**config.mk**
```make
export PLATFORM = sky130hd
export DESIGN_NAME = fetch_unit
export DESIGN_NICKNAME = d
export VERILOG_FILES = /design/src/rtl/fetch_unit.sv
export SDC_FILE = /design/constraint.sdc
export NUM_CORES = 1
export LEC_CHECK = 0
export BUFFER_PORTS_ARGS = -buffer_cell sky130_fd_sc_hd__buf_4
export CAP_MARGIN = 20
export CORE_MARGIN = 5
export CORE_UTILIZATION = 48
export DETAILED_ROUTE_END_ITERATION = 10
export HOLD_SLACK_MARGIN = 0.12
export PLACE_DENSITY_LB_ADDON = 0.08
export SLEW_MARGIN = 10
export SYNTH_ARGS = -nofsm -noshare
export SYNTH_HDL_FRONTEND = slang
export SYNTH_SLANG_ARGS = --single-unit
```
**constraint.sdc**
```tcl
create_clock -name clk -period 1.83 [get_ports clk]
set_input_delay 0.366 -clock clk [delete_from_list [all_inputs] [get_ports clk]]
set_output_delay 0.366 -clock clk [all_outputs]
set_load 0.1 [all_outputs]
```
**src/rtl/fetch_unit.sv**
```systemverilog
// Instruction fetch stage: owns the PC, reads opcode/operand bytes from the
// registered-output RAM and hands complete instructions over valid/ready.
module fetch_unit #(
    parameter logic [7:0]  RESET_PC     = 8'h00,
    parameter logic [15:0] OPERAND_MASK = 16'h0000
) (
    input  logic       clk,
    input  logic       rst,
    input  logic       start,
    input  logic       halt,
    input  logic       jump_en,
    input  logic [7:0] jump_addr,
    output logic       mem_read,
    output logic [7:0] mem_address,
    input  logic [7:0] mem_out,
    output logic       instr_valid,
    input  logic       instr_ready,
    output logic [7:0] instr,
    output logic [7:0] operand,
    output logic [7:0] instr_pc,
    output logic [7:0] pc,
    output logic       busy
);

    typedef enum logic [2:0] {
        S_IDLE,
        S_REQ_OP,
        S_CAP_OP,
        S_REQ_ARG,
        S_CAP_ARG,
        S_VALID
    } state_t;

    state_t     r_state;
    logic [7:0] r_pc;
    logic [7:0] r_instr;
    logic [7:0] r_operand;
    logic [7:0] r_instr_pc;
    logic       w_req;

    always_ff @(posedge clk or posedge rst) begin
        if (rst) begin
            r_state    <= S_IDLE;
            r_pc       <= RESET_PC;
            r_instr    <= 8'h00;
            r_operand  <= 8'h00;
            r_instr_pc <= 8'h00;
        end else begin
            unique case (r_state)
                S_IDLE: begin
                    // A start wins over a same-cycle jump: fetch uses the old pc.
                    if (start && !halt) begin
                        r_state <= S_REQ_OP;
                    end else if (jump_en) begin
                        r_pc <= jump_addr;
                    end
                end
                S_REQ_OP: begin
                    r_instr_pc <= r_pc;
                    r_pc       <= r_pc + 8'd1;
                    r_state    <= S_CAP_OP;
                end
                S_CAP_OP: begin
                    r_instr   <= mem_out;
                    r_operand <= 8'h00;
                    if (OPERAND_MASK[mem_out[7:4]]) begin
                        r_state <= S_REQ_ARG;
                    end else begin
                        r_state <= S_VALID;
                    end
                end
                S_REQ_ARG: begin
                    r_pc    <= r_pc + 8'd1;
                    r_state <= S_CAP_ARG;
                end
                S_CAP_ARG: begin
                    r_operand <= mem_out;
                    r_state   <= S_VALID;
                end
                S_VALID: begin
                    if (instr_ready) begin
                        if (jump_en) begin
                            r_pc <= jump_addr;
                        end
                        r_state <= halt ? S_IDLE : S_REQ_OP;
                    end
                end
                default: r_state <= S_IDLE;
            endcase
        end
    end

    assign w_req       = (r_state == S_REQ_OP) || (r_state == S_REQ_ARG);
    assign mem_read    = w_req;
    assign mem_address = w_req ? r_pc : 8'h00;
    assign instr_valid = (r_state == S_VALID);
    assign busy        = (r_state != S_IDLE);
    assign instr       = r_instr;
    assign operand     = r_operand;
    assign instr_pc    = r_instr_pc;
    assign pc          = r_pc;

endmodule

```
==> results_dict.tcl, run 1 <==
set metrics [dict create \
    clock-sinks 35 \
    endpoint_kind "output pin" \
    clock_path_buffers 2 \
    clk_pin_slew_ns 0.10 \
    slew_viol_final 0 \
    ff2ff_path_depth 5 \
    critPathRequiredTime_ns 1.46 \
    design_area_um2 2560 \
    regArea_um2 888 \
    ys.flop_type "dfrtp_1" \
    portBuffers 64 \
    hold_ws_ns 0.260 \
    die_y_um 70.1 \
    dpl_cell_area_um2 2320 \
    min_period_ns 1.78 \
    hp-class "in2reg" \
    r2r-start "r_state[1]" \
    yosys.area_share.xor_xnor 0.00505 \
    grt_overflow 0 \
    grt_pass1_wl_mm 7.19 \
    cts_tree "built" \
    endpoint "mem_address[2]" \
    place_hpwl_mm 3.12 \
    synth_fa_ha_area_frac 0.00722 \
    initial_core_util 0.508 \
    diodes 0 \
    grt_pass1_vias 1527 \
    via_count 1484 \
    antenna_found_initial 0 \
    synthArstFlopShare 1.00 \
    cts_buffers 5 \
    drive_above_1_share 0.559 \
    synth_area_um2 1730 \
    multi_input_area_um2 831 \
    htree_levels 2 \
    synth.yosys.seq_area_share 0.505 \
    dieArea_um2 4910 \
    final_nets 251 \
    root_buffer "clkbuf_4" \
    die_w_um 70.1 \
    fin_crit_sh 0.975 \
    crit_fanout 10 \
    io_pins 65 \
    wl_per_cell_um 15.8 \
    drt.antenna.violating_nets 0 \
    outcome "finished clean" \
    rsz0062_at_grt "yes" \
    area_delta_synth_final_pct 47.8 \
    r2r-end "pc[2]" \
    synth-compound-area-share 0.196 \
    pre_cts_slack_ns 0.166 \
    yosys_warnings 0 \
    dr.pass1.iters 4 \
    setup.worst_path.start "r_state[2]" \
    ys_seq_elements 35 \
    hold_violations 0 \
    drt_iter0_markers 93 \
    grt_max_degree 36 \
    slew_headroom 0.615 \
    start_kind "register" \
    synth-edff-count 0 \
    n_fill_cell 241 \
    synthSimpleGateAreaFrac 0.132 \
    place_congestion 0.771 \
    worstPathArrival_ns 1.42 \
    muxShareOfSynthArea 0.110 \
    tightest_slew_ns 0.576 \
    core_um2 3420 \
    clk_latency_ns 0.34 \
    synth_top_family_by_area "compound AO/OA/AOI/OAI gates" \
    row_count 21 \
    critical_path_class "reg2out" \
    clock_skew_ns 0.00874 \
    r2r_setup_slack_ns 0.18 \
    drcViolationCount 0 \
    synth.avg_cell_area_um2 11.4 \
    drt_wl_total_mm 4.34 \
    grt_usage 0.182 \
    maxCapViolCount 0 \
    vias_per_cell 5.40 \
    syn_inst 152 \
    syn-num-nets 175 \
    fin_ws_ns 0.0452 \
    fmax_mhz 560 \
    tns_ns 0 \
    setup_viol 0 \
    final_cell_mix "buf_4, dfrtp_1, mux2_2, a22o_1, dfrtp_2" \
    final_common_cell "buf_4" \
    synth_cell_types 44 \
]
cells by family (layout without fill, tap and decap cells):
| group | count (synthesis) | after routing |
|---|---|---|
| adder cells (fa/ha/maj) | 1 | 1 |
| multiplexers | 17 | 17 |
| XOR/XNOR | 1 | 1 |
| AND/OR/NAND/NOR | 40 | 40 |
| AO/OA/AOI/OAI | 42 | 42 |
| flip-flops | 35 | 35 |
| buffers and inverters | 16 | 93 |
worst min path at each step:
| stage | from | to | slack [ns] | depth (start not counted) |
|---|---|---|---|---|
| 6_report | mem_out[0] | instr[0] | 0.26 | 2 |
| 5_1_grt | mem_out[6] | instr[6] | 0.24 | 2 |
| 4_1_cts | mem_out[0] | instr[0] | 0.25 | 2 |
| 3_5_place_dp | rst | instr_pc[2] | 0.50 | 3 |
| 3_3_place_gp | rst | instr_pc[2] | 0.49 | 3 |
| 2_1_floorplan | jump_addr[1] | pc[1] | 0.51 | 2 |
worst max-delay path: stages (launching register included):
cell      delay, ns
dfrtp_1        0.42
nand2b_4       0.19
buf_6          0.16
nor2_4         0.12
buf_12         0.18
Yosys cell counts, types with 2 or more instances:
library cell | instances | area [um2]
a22o_1 | 16 | 140
and2_1 | 6 | 37.5
o221ai_1 | 3 | 26.3
o2bb2ai_1 | 2 | 17.5
a21oi_1 | 6 | 30.0
a31oi_1 | 2 | 12.5
dfrtp_1 | 35 | 876
nand2_1 | 11 | 41.3
nand3_1 | 5 | 25.0
o21ai_0 | 2 | 10.0
buf_2 | 3 | 15.0
mux2_2 | 17 | 191
inv_1 | 7 | 26.3
clkbuf_1 | 2 | 7.51
nor2_1 | 6 | 22.5
metal layers:
metal  vias to the layer above  GRT usage  wire (um)  share of wire
li1                        720          -          -              -
met1                       708      0.203       1790           0.41
met2                        49      0.320       2190           0.50
met3                         7     0.0746        308          0.071
met4                         0     0.0511         51          0.012
met5                         -          0          0              0
flip-flops by register name, indices dropped and copies added (netlist names):
register / cells
r_state: 3
pc: 8
instr_pc: 8
operand: 8
instr: 8
layout make-up:
cell class | count | area share
clock buffer | 7 | 0.0215
timing repair buffer | 77 | 0.267
inverter | 8 | 0.0161
clock inverter | 1 | 0.00195
multi-input combinational | 101 | 0.324
sequential | 35 | 0.347
tap | 46 | 0.0225
what timing repair did:
action	in CTS	in global routing
gates resized for setup	12	22
hold endpoints to repair	20	0
setup buffers	5	1
setup endpoints to repair	10	10
gates cloned	0	0
hold buffers	1	0
metrics by stage:
| step | util | instances |
|---|---|---|
| CTS | 0.723 | 274 |
| detailed placement | 0.679 | 260 |
| finish | 0.750 | 275 |
| floorplan | - | 152 |
| global placement | 0.679 | 260 |
| global route | 0.750 | 275 |
Power of run 1 is left out: the tool's default activity adds up to more than one toggle a clock period on the data nets, which glitch-free logic cannot reach.
==> inputs of run 2 (changes only) <==
==> constraint.sdc (replaced) <==
create_clock -name clk -period 1.9 [get_ports clk]
set_input_delay 0.38 -clock clk [delete_from_list [all_inputs] [get_ports clk]]
set_output_delay 0.38 -clock clk [all_outputs]
set_load 0.1 [all_outputs]
==> run 2 against run 1 <==
- final cell count decreased by 0.73%
- largest cell class unchanged
- routed wire length decreased by 1.0%
- flip-flop and latch count is the same
- clock skew up 0.0034 ns
- highest routed layer unchanged
- critical path type unchanged
- die area unchanged
- register-to-register slack improved by 0.05 ns
- count of clock-buffer cells in the layout is 1 lower
- hold slack worse by 0.15 ns
- final area fell by 3.4%
- worst setup slack got worse by 0.013 ns
==> results_dict.tcl, run 2 (synthesis results as in run 1) <==
set metrics [dict create \
    crit_fanout 5 \
    clock-sinks 35 \
    hp-class "in2async" \
    maxCapViolCount 0 \
    grt_max_degree 36 \
    post-route-util 0.725 \
    start_kind "register" \
    path_buf_inv 1 \
    crit_chain "or3_2 > buf_6" \
    portBuffers 64 \
    min_period_ns 1.87 \
    core_um2 3420 \
    critPathTopFamily "simple AND/OR/NAND/NOR gates" \
    drt_wl_total_mm 4.30 \
    setup_viol 0 \
    cpPeakStageDelay_ns 0.51 \
    dr.pass1.iters 4 \
    grt_pass1_vias 1528 \
    cts_tree "built" \
    drt.antenna.violating_nets 0 \
    grt_overflow 0 \
    final_common_cell "buf_4" \
    worstPathArrival_ns 1.49 \
    place_congestion 0.793 \
    drt_iter0_markers 103 \
    grt_usage 0.180 \
    hold_violations 0 \
    outcome "finished clean" \
    tightest_slew_ns 0.556 \
    die_w_um 70.1 \
    root_buffer "clkbuf_4" \
    endpoint_kind "output pin" \
    antenna_found_initial 0 \
    fmax_mhz 535 \
    slowest_stage "or3_2" \
    drive_above_1_share 0.551 \
    initial_core_util 0.508 \
    cts_buffers 5 \
    tns_ns 0 \
    final_nets 249 \
    clock_skew_ns 0.0122 \
    dieArea_um2 4910 \
    final_cell_mix "buf_4, dfrtp_1, mux2_2, a22o_1, nand2_1" \
    clock_path_buffers 2 \
    rsz0062_at_grt "yes" \
    slew_viol_final 0 \
    critical_path_class "reg2out" \
    io_pins 65 \
    via_count 1541 \
    diodes 0 \
    clk_pin_slew_ns 0.11 \
    place_hpwl_mm 3.15 \
    htree_levels 2 \
    drcViolationCount 0 \
    clk_latency_ns 0.35 \
    fin_crit_sh 0.983 \
    row_count 21 \
    n_fill_cell 248 \
    area_delta_synth_final_pct 42.8 \
    slew_headroom 0.628 \
    wl_per_cell_um 15.8 \
    vias_per_cell 5.64 \
    grt_pass1_wl_mm 7.12 \
    critPathRequiredTime_ns 1.52 \
    die_y_um 70.1 \
]
run 2: cell types whose count changed in the layout (fill, tap and decap cells not counted), sizes merged:
cell,change
inv,+1
clkbuf,-1
dlygate4sd3,-1
buf,-1
run 2: metal layers:
| layer | routed length (um) | global-route usage |
|---|---|---|
| met1 | 1670 | 0.201 |
| met2 | 2140 | 0.315 |
| met4 | 93 | 0.0702 |
| met3 | 399 | 0.0603 |
| met5 | 0 | 0 |
run 2: worst paths after layout:
check,from,to,slack [ns],cells after the start
setup / recovery,r_state[2],busy,0.03,2
hold / removal,rst,instr_pc[0],0.11,3
setup reg to reg,r_state[1],pc[5],0.23,5
hold reg to reg,instr[1],instr[1],0.52,1
max in group asynchronous,rst,r_state[0],1.44,3
min in group clk,mem_out[2],instr[2],0.26,2
run 2: repair_timing:
action	in CTS	in global routing
pin swaps	0	0
hold buffers	0	0
resized for setup	5	15
endpoints found under the hold margin	0	0
setup endpoints to repair	10	9
setup buffers	5	0
run 2: worst register-to-register path, stage by stage, from the launching register on:
cell	delay (ns)
dfrtp_2	0.42
buf_4	0.18
nand2b_2	0.24
o311a_1	0.36
o21ai_0	0.19
o221ai_1	0.14
run 2: metrics by stage:
| step | std cells | instance area [um2] | setup slack [ns] | hold slack (ns) |
|---|---|---|---|---|
| global route | 273 | 2480 | -0.0144 | 0.146 |
| CTS | 273 | 2420 | 0.00176 | 0.127 |
| global placement | 260 | 2320 | 0.224 | 0.492 |
| detailed placement | 260 | 2320 | 0.183 | 0.497 |
| floorplan | 152 | 1780 | -0.0242 | 0.527 |
| finish | 273 | 2480 | 0.0321 | 0.115 |
run 2: final cells by class:
cell class              count  area [um2]  share of cell area
repair buffers             75         622               0.251
clock buffers               6        41.3              0.0167
well taps                  46        57.6              0.0232
flip-flops and latches     35         888               0.359
clock inverters             2        12.5             0.00505
multi-input cells         101         817               0.330
inverters                   8        37.5              0.0152
Power of run 2 is left out for the same reason.
